===== src/rtl/cpu_mem_bridge.sv =====
// cpu_mem_bridge: 8227 CPU bus to single-ported variable-latency byte memory, 2-entry posted write buffer.
// Optional request timeout is built when CPU_MEM_BRIDGE_TIMEOUT_EN is defined; otherwise bus_err is tied 0.
module cpu_mem_bridge #(
   parameter int unsigned TIMEOUT_CYCLES = 255,
   parameter logic [7:0]  TIMEOUT_RDATA  = 8'hFF
) (
   input  logic        clk,
   input  logic        rst,
   input  logic        cpu_valid,
   input  logic [15:0] cpu_addr,
   input  logic        cpu_rnw,
   input  logic [7:0]  cpu_wdata,
   output logic [7:0]  cpu_rdata,
   output logic        ready,
   output logic        mem_req,
   output logic        mem_we,
   output logic [15:0] mem_addr,
   output logic [7:0]  mem_wdata,
   input  logic        mem_ack,
   input  logic [7:0]  mem_rdata,
   output logic        wr_overflow,
   output logic        bus_err
);

   typedef enum logic [1:0] {S_IDLE, S_WRITE, S_READ} state_t;

   state_t      r_state;
   logic [15:0] r_fifo_addr [2];
   logic [7:0]  r_fifo_data [2];
   logic        r_wr_ptr;
   logic        r_rd_ptr;
   logic [1:0]  r_count;
   logic        r_rd_pend;
   logic [15:0] r_rd_addr;
   logic [7:0]  r_cpu_rdata;
   logic        r_mem_req;
   logic        r_mem_we;
   logic [15:0] r_mem_addr;
   logic [7:0]  r_mem_wdata;
   logic        r_wr_overflow;

   logic w_wr_strobe;
   logic w_rd_strobe;
   logic w_full;
   logic w_empty;
   logic w_done;
   logic w_abort;
   logic w_pop;
   logic w_push;

   assign w_wr_strobe = cpu_valid & ~cpu_rnw;
   assign w_rd_strobe = cpu_valid & cpu_rnw;
   assign w_full      = (r_count == 2'd2);
   assign w_empty     = (r_count == 2'd0);
   assign w_done      = r_mem_req & mem_ack;
   assign w_pop       = (r_state == S_WRITE) & (w_done | w_abort);
   // A pop in the same cycle frees the slot, so a full FIFO still accepts the push.
   assign w_push      = w_wr_strobe & (~w_full | w_pop);

`ifdef CPU_MEM_BRIDGE_TIMEOUT_EN
   localparam logic [7:0] TMO_LAST = 8'(TIMEOUT_CYCLES - 1);

   logic [7:0] r_tmo_cnt;
   logic       r_bus_err;

   // Abort on the TIMEOUT_CYCLES-th unacknowledged request cycle; a same-cycle ack wins.
   assign w_abort = r_mem_req & ~mem_ack & (r_tmo_cnt == TMO_LAST);
   assign bus_err = r_bus_err;

   always_ff @(posedge clk) begin
      if (rst) begin
         r_tmo_cnt <= '0;
         r_bus_err <= 1'b0;
      end else begin
         if (!r_mem_req)
            r_tmo_cnt <= '0;
         else if (!mem_ack)
            r_tmo_cnt <= r_tmo_cnt + 8'd1;
         if (w_abort)
            r_bus_err <= 1'b1;
      end
   end
`else
   assign w_abort = 1'b0;
   assign bus_err = 1'b0;
`endif

   always_ff @(posedge clk) begin
      if (w_push) begin
         r_fifo_addr[r_wr_ptr] <= cpu_addr;
         r_fifo_data[r_wr_ptr] <= cpu_wdata;
      end
   end

   always_ff @(posedge clk) begin
      if (rst) begin
         r_wr_ptr      <= 1'b0;
         r_rd_ptr      <= 1'b0;
         r_count       <= '0;
         r_wr_overflow <= 1'b0;
      end else begin
         if (w_push)
            r_wr_ptr <= ~r_wr_ptr;
         if (w_pop)
            r_rd_ptr <= ~r_rd_ptr;
         case ({w_push, w_pop})
            2'b10:   r_count <= r_count + 2'd1;
            2'b01:   r_count <= r_count - 2'd1;
            default: r_count <= r_count;
         endcase
         if (w_wr_strobe & ~w_push)
            r_wr_overflow <= 1'b1;
      end
   end

   always_ff @(posedge clk) begin
      if (rst) begin
         r_state     <= S_IDLE;
         r_rd_pend   <= 1'b0;
         r_rd_addr   <= '0;
         r_cpu_rdata <= '0;
         r_mem_req   <= 1'b0;
         r_mem_we    <= 1'b0;
         r_mem_addr  <= '0;
         r_mem_wdata <= '0;
      end else begin
         if (w_rd_strobe & ~r_rd_pend) begin
            r_rd_pend <= 1'b1;
            r_rd_addr <= cpu_addr;
         end
         case (r_state)
            S_IDLE: begin
               // With the FIFO empty, a strobe in this cycle is launched directly from the bus.
               if (r_rd_pend & w_empty) begin
                  r_state    <= S_READ;
                  r_mem_req  <= 1'b1;
                  r_mem_we   <= 1'b0;
                  r_mem_addr <= r_rd_addr;
               end else if (!w_empty) begin
                  r_state     <= S_WRITE;
                  r_mem_req   <= 1'b1;
                  r_mem_we    <= 1'b1;
                  r_mem_addr  <= r_fifo_addr[r_rd_ptr];
                  r_mem_wdata <= r_fifo_data[r_rd_ptr];
               end else if (w_wr_strobe) begin
                  r_state     <= S_WRITE;
                  r_mem_req   <= 1'b1;
                  r_mem_we    <= 1'b1;
                  r_mem_addr  <= cpu_addr;
                  r_mem_wdata <= cpu_wdata;
               end else if (w_rd_strobe) begin
                  r_state    <= S_READ;
                  r_mem_req  <= 1'b1;
                  r_mem_we   <= 1'b0;
                  r_mem_addr <= cpu_addr;
               end
            end
            S_WRITE: begin
               if (w_done | w_abort) begin
                  r_state   <= S_IDLE;
                  r_mem_req <= 1'b0;
               end
            end
            S_READ: begin
               if (w_done) begin
                  r_state     <= S_IDLE;
                  r_mem_req   <= 1'b0;
                  r_cpu_rdata <= mem_rdata;
                  r_rd_pend   <= 1'b0;
               end else if (w_abort) begin
                  r_state     <= S_IDLE;
                  r_mem_req   <= 1'b0;
                  r_cpu_rdata <= TIMEOUT_RDATA;
                  r_rd_pend   <= 1'b0;
               end
            end
            default: begin
               r_state   <= S_IDLE;
               r_mem_req <= 1'b0;
            end
         endcase
      end
   end

   assign ready       = ~r_rd_pend & ~w_rd_strobe;
   assign cpu_rdata   = r_cpu_rdata;
   assign mem_req     = r_mem_req;
   assign mem_we      = r_mem_we;
   assign mem_addr    = r_mem_addr;
   assign mem_wdata   = r_mem_wdata;
   assign wr_overflow = r_wr_overflow;

endmodule


===== config.mk =====
export PLATFORM = sky130hd
export DESIGN_NAME = cpu_mem_bridge
export DESIGN_NICKNAME = d
export VERILOG_FILES = /design/src/rtl/cpu_mem_bridge.sv
export SDC_FILE = /design/constraint.sdc
export NUM_CORES = 1
export LEC_CHECK = 0
export ABC_AREA = 1
export CORE_ASPECT_RATIO = 1.5
export CORE_UTILIZATION = 57
export CTS_CLUSTER_DIAMETER = 150
export DETAILED_ROUTE_END_ITERATION = 12
export PLACE_DENSITY = 0.88
export SKIP_CTS_REPAIR_TIMING = 1
export SYNTH_ARGS = -nofsm -noshare
export SYNTH_HDL_FRONTEND = slang
export SYNTH_SLANG_ARGS = --single-unit

===== constraint.sdc =====
create_clock -name clk -period 4.8 [get_ports clk]
set_clock_uncertainty 0.2 [all_clocks]
set_input_delay 0.96 -clock clk [delete_from_list [all_inputs] [get_ports clk]]
set_output_delay 0.96 -clock clk [all_outputs]
set_load 0.05 [all_outputs]

==> flow_metrics.py <==
metrics = {
    "status": {
        "outcome": "finished, final reports clean",
    },
    "finish": {
        "drive_gt1_share_pct": 6.710,
        "fin_cells": 713,
        "final_util_pct": 72.74,
        "area_growth_pct": 21.96,
        "seq_area_sq_mm": 0.002623,
        "multi_input_area_sq_mm": 0.001574,
        "nets": 647,
        "diodes": 0,
        "fill_cells": 599,
    },
    "run": {
        "drv_cap": 0,
    },
    "synth": {
        "yosysMostFrequentCell": "nand2_1",
        "synthTopCellsByArea": "edfxtp_1 (31%), dfxtp_1 (26%), nand2_1 (11%)",
        "synth_warnings": 0,
        "syn-num-nets": 584,
        "synth_commonest_cells": "nand2_1 (129), nor2_1 (86), inv_1 (62)",
        "syn_inst": 543,
        "synth_seq_area_share_pct": 57.03,
        "synth_area_per_cell_sq_um": 8.468,
        "synth_area_leader_cell": "edfxtp_1",
        "synth.distinct_cells": 27,
        "netlist_area_sq_mm": 0.004598,
        "ys.flop_type": "dfxtp_1",
        "synth-edff-count": 48,
        "yosysTopAreaCellShare_pct": 31.35,
        "synth_seq_cells": 107,
        "ys_async_sr_fraction_pct": 0,
    },
    "timing": {
        "setup_tns_ns": 0,
        "fin_crit_sh_pct": 74.59,
        "max_freq_mhz": 279.3,
        "fin_crit_ns": 3.580,
        "rsz0062_at_grt": "no",
        "hold_viol": 0,
        "finalSetupViolCount": 0,
        "setup_ws_ns": 1.220,
        "slew_headroom_pct": 30.57,
        "worstMarginPinSlew_ns": 1.040,
        "slew_viol_final": 0,
    },
    "placement": {
        "io_buffers": 72,
        "dp_hpwl_microns": 6632,
        "placed_cells": 697,
        "pre_cts_slack_ns": 1.227,
        "routabilityCongestion": 0.8048,
    },
    "floorplan": {
        "die_width_microns": 75.34,
        "die_area_sq_mm": 0.008438,
        "core-area_sq_mm": 0.007710,
        "start_util_pct": 59.64,
        "num_io_pins": 74,
        "num_rows": 39,
        "die_height_microns": 112,
    },
    "drt": {
        "detail-route-antenna-nets": 0,
        "avgViaCountPerCell": 5.237,
        "first_pass_iters": 5,
        "vias": 3734,
        "routed_wl_microns": 10290,
        "drcViolationCount": 0,
        "first_iter_violations": 376,
        "wire_per_inst_microns": 14.44,
    },
    "power_and_ir_drop": {
        "p_leak_uw": 0.002370,
        "ir_drop_v": 0.0004006,
        "power_density_mw_per_mm2": 464.4,
        "power_uw": 2605,
    },
    "worst_setup_path": {
        "worstPathArrival_ns": 2.42,
        "cpPeakStageDelay_ns": 0.83,
        "critical_path.max_fanout": 3,
        "endpoint_kind": "output pin",
        "critPathRequiredTime_ns": 3.64,
        "critical_path.top_delay_family": "buffers and inverters",
        "crit_path_start_kind": "input port",
        "cp_common_cell": "clkdlybuf4s50_1",
        "crit_chain": "clkdlybuf4s50_1, a21oi_1, clkdlybuf4s50_1",
        "critPathSlowestCell": "clkdlybuf4s50_1",
        "worst-path-buf-inv": 2,
        "criticalPathCategory": "in2out",
    },
    "global_routing": {
        "first_global_vias": 3688,
        "grt_start_max_net_pins": 38,
        "grt_overflow": 0,
        "antenna_found_initial": 0,
        "grt_usage_pct": 26.94,
        "grt_pass1_wl_microns": 17020,
    },
    "clock_tree": {
        "clock_latency_ns": 0.35,
        "tritoncts": "done",
        "cts_buffers": 9,
        "path_clk_slew_ns": 0.06,
        "clockRootBuffer": "clkbuf_16",
        "cts_buffer_depth": 2,
        "htreeDepth": 3,
        "cts.sinks": 107,
    },
    "worst_hold_path": {
        "hold_path.class": "reg2reg",
    },
}
path summary, 6_finish.rpt:
path	from	end	slack [ns]	cells past startpoint
max	cpu_rnw	ready	1.22	3
min	wr_overflow	wr_overflow	0.26	2
max reg2reg	mem_req	r_fifo_data[1][3]	2.47	6
min reg2reg	wr_overflow	wr_overflow	0.26	2
cell families after synthesis:
logic type,after synthesis,share of synthesized area [%]
other,1,0.08155
AOI/OAI and AO/OA,51,5.986
adders and majority gates,4,1.088
and+or+nand+nor,288,26.83
xor gates and xnor gates,1,0.1905
DFF,107,57.03
buffers and inverters,91,8.789
flip-flops by register name, indices dropped and copies added (netlist names), named ones only:
register	count
r_wr_ptr	1
mem_addr	16
r_state	2
wr_overflow	1
cpu_rdata	8
mem_we	1
r_rd_ptr	1
mem_wdata	8
mem_req	1
r_fifo_addr	32
r_rd_addr	16
r_rd_pend	1
r_fifo_data	16
r_count	2
report_power, final:
part / internal (uW) / switching (uW)
Clock: 395 / 302
Combinational: 256 / 545
Sequential: 1050 / 52.9
Total: 1700 / 900
cell usage in the layout (no fill, tap or decap):
master / instances
nand2_1: 129
clkdlybuf4s50_1: 72
a21oi_1: 17
nand3_2: 1
xor2_1: 1
dfxtp_1: 59
nor2_4: 4
nand2_4: 2
ha_1: 4
clkinv_1: 1
inv_1: 62
o21a_1: 8
clkinvlp_4: 1
buf_4: 3
edfxtp_1: 48
nor2_2: 2
nor2_1: 85
clkbuf_16: 9
conb_1: 1
nand2_2: 11
clkbuf_8: 3
nand3_1: 51
clkbuf_1: 3
o21ai_0: 25
inv_2: 5
nand4_1: 3
o21ai_1: 1
stage by stage:
stage / hold slack, ns / cell area, sq um
global route: 0.2781 / 5608
CTS: 0.2635 / 5608
global placement: 0.2410 / 5323
floorplan: 0.2568 / 4598
detailed placement: 0.2523 / 5323
finish: 0.2633 / 5608
worst register-to-register path: stages, from the launching register on:
cell	delay [ns]
dfxtp_1	0.35
nand2_1	0.08
clkinv_1	0.17
nand2_1	0.15
nand3_1	0.16
nand3_1	0.11
inv_1	0.73
routing by layer:
metal | share of wire (%) | routed length (microns) | track usage [%]
met5 | 0 | 0 | 0
met4 | 3.2 | 329 | 14.69
met3 | 5.9 | 611 | 6.697
met2 | 53 | 5487 | 45.36
met1 | 38 | 3867 | 30.25
final cells by class:
type	count	area share, %
flip-flops and latches	107	46.76
inverters	68	4.552
clock buffers	15	4.953
clock inverters	1	0.1339
multi-input cells	345	28.07
repair buffers	75	13.25
well taps	102	2.276
Power figures use the tool's default switching activity.
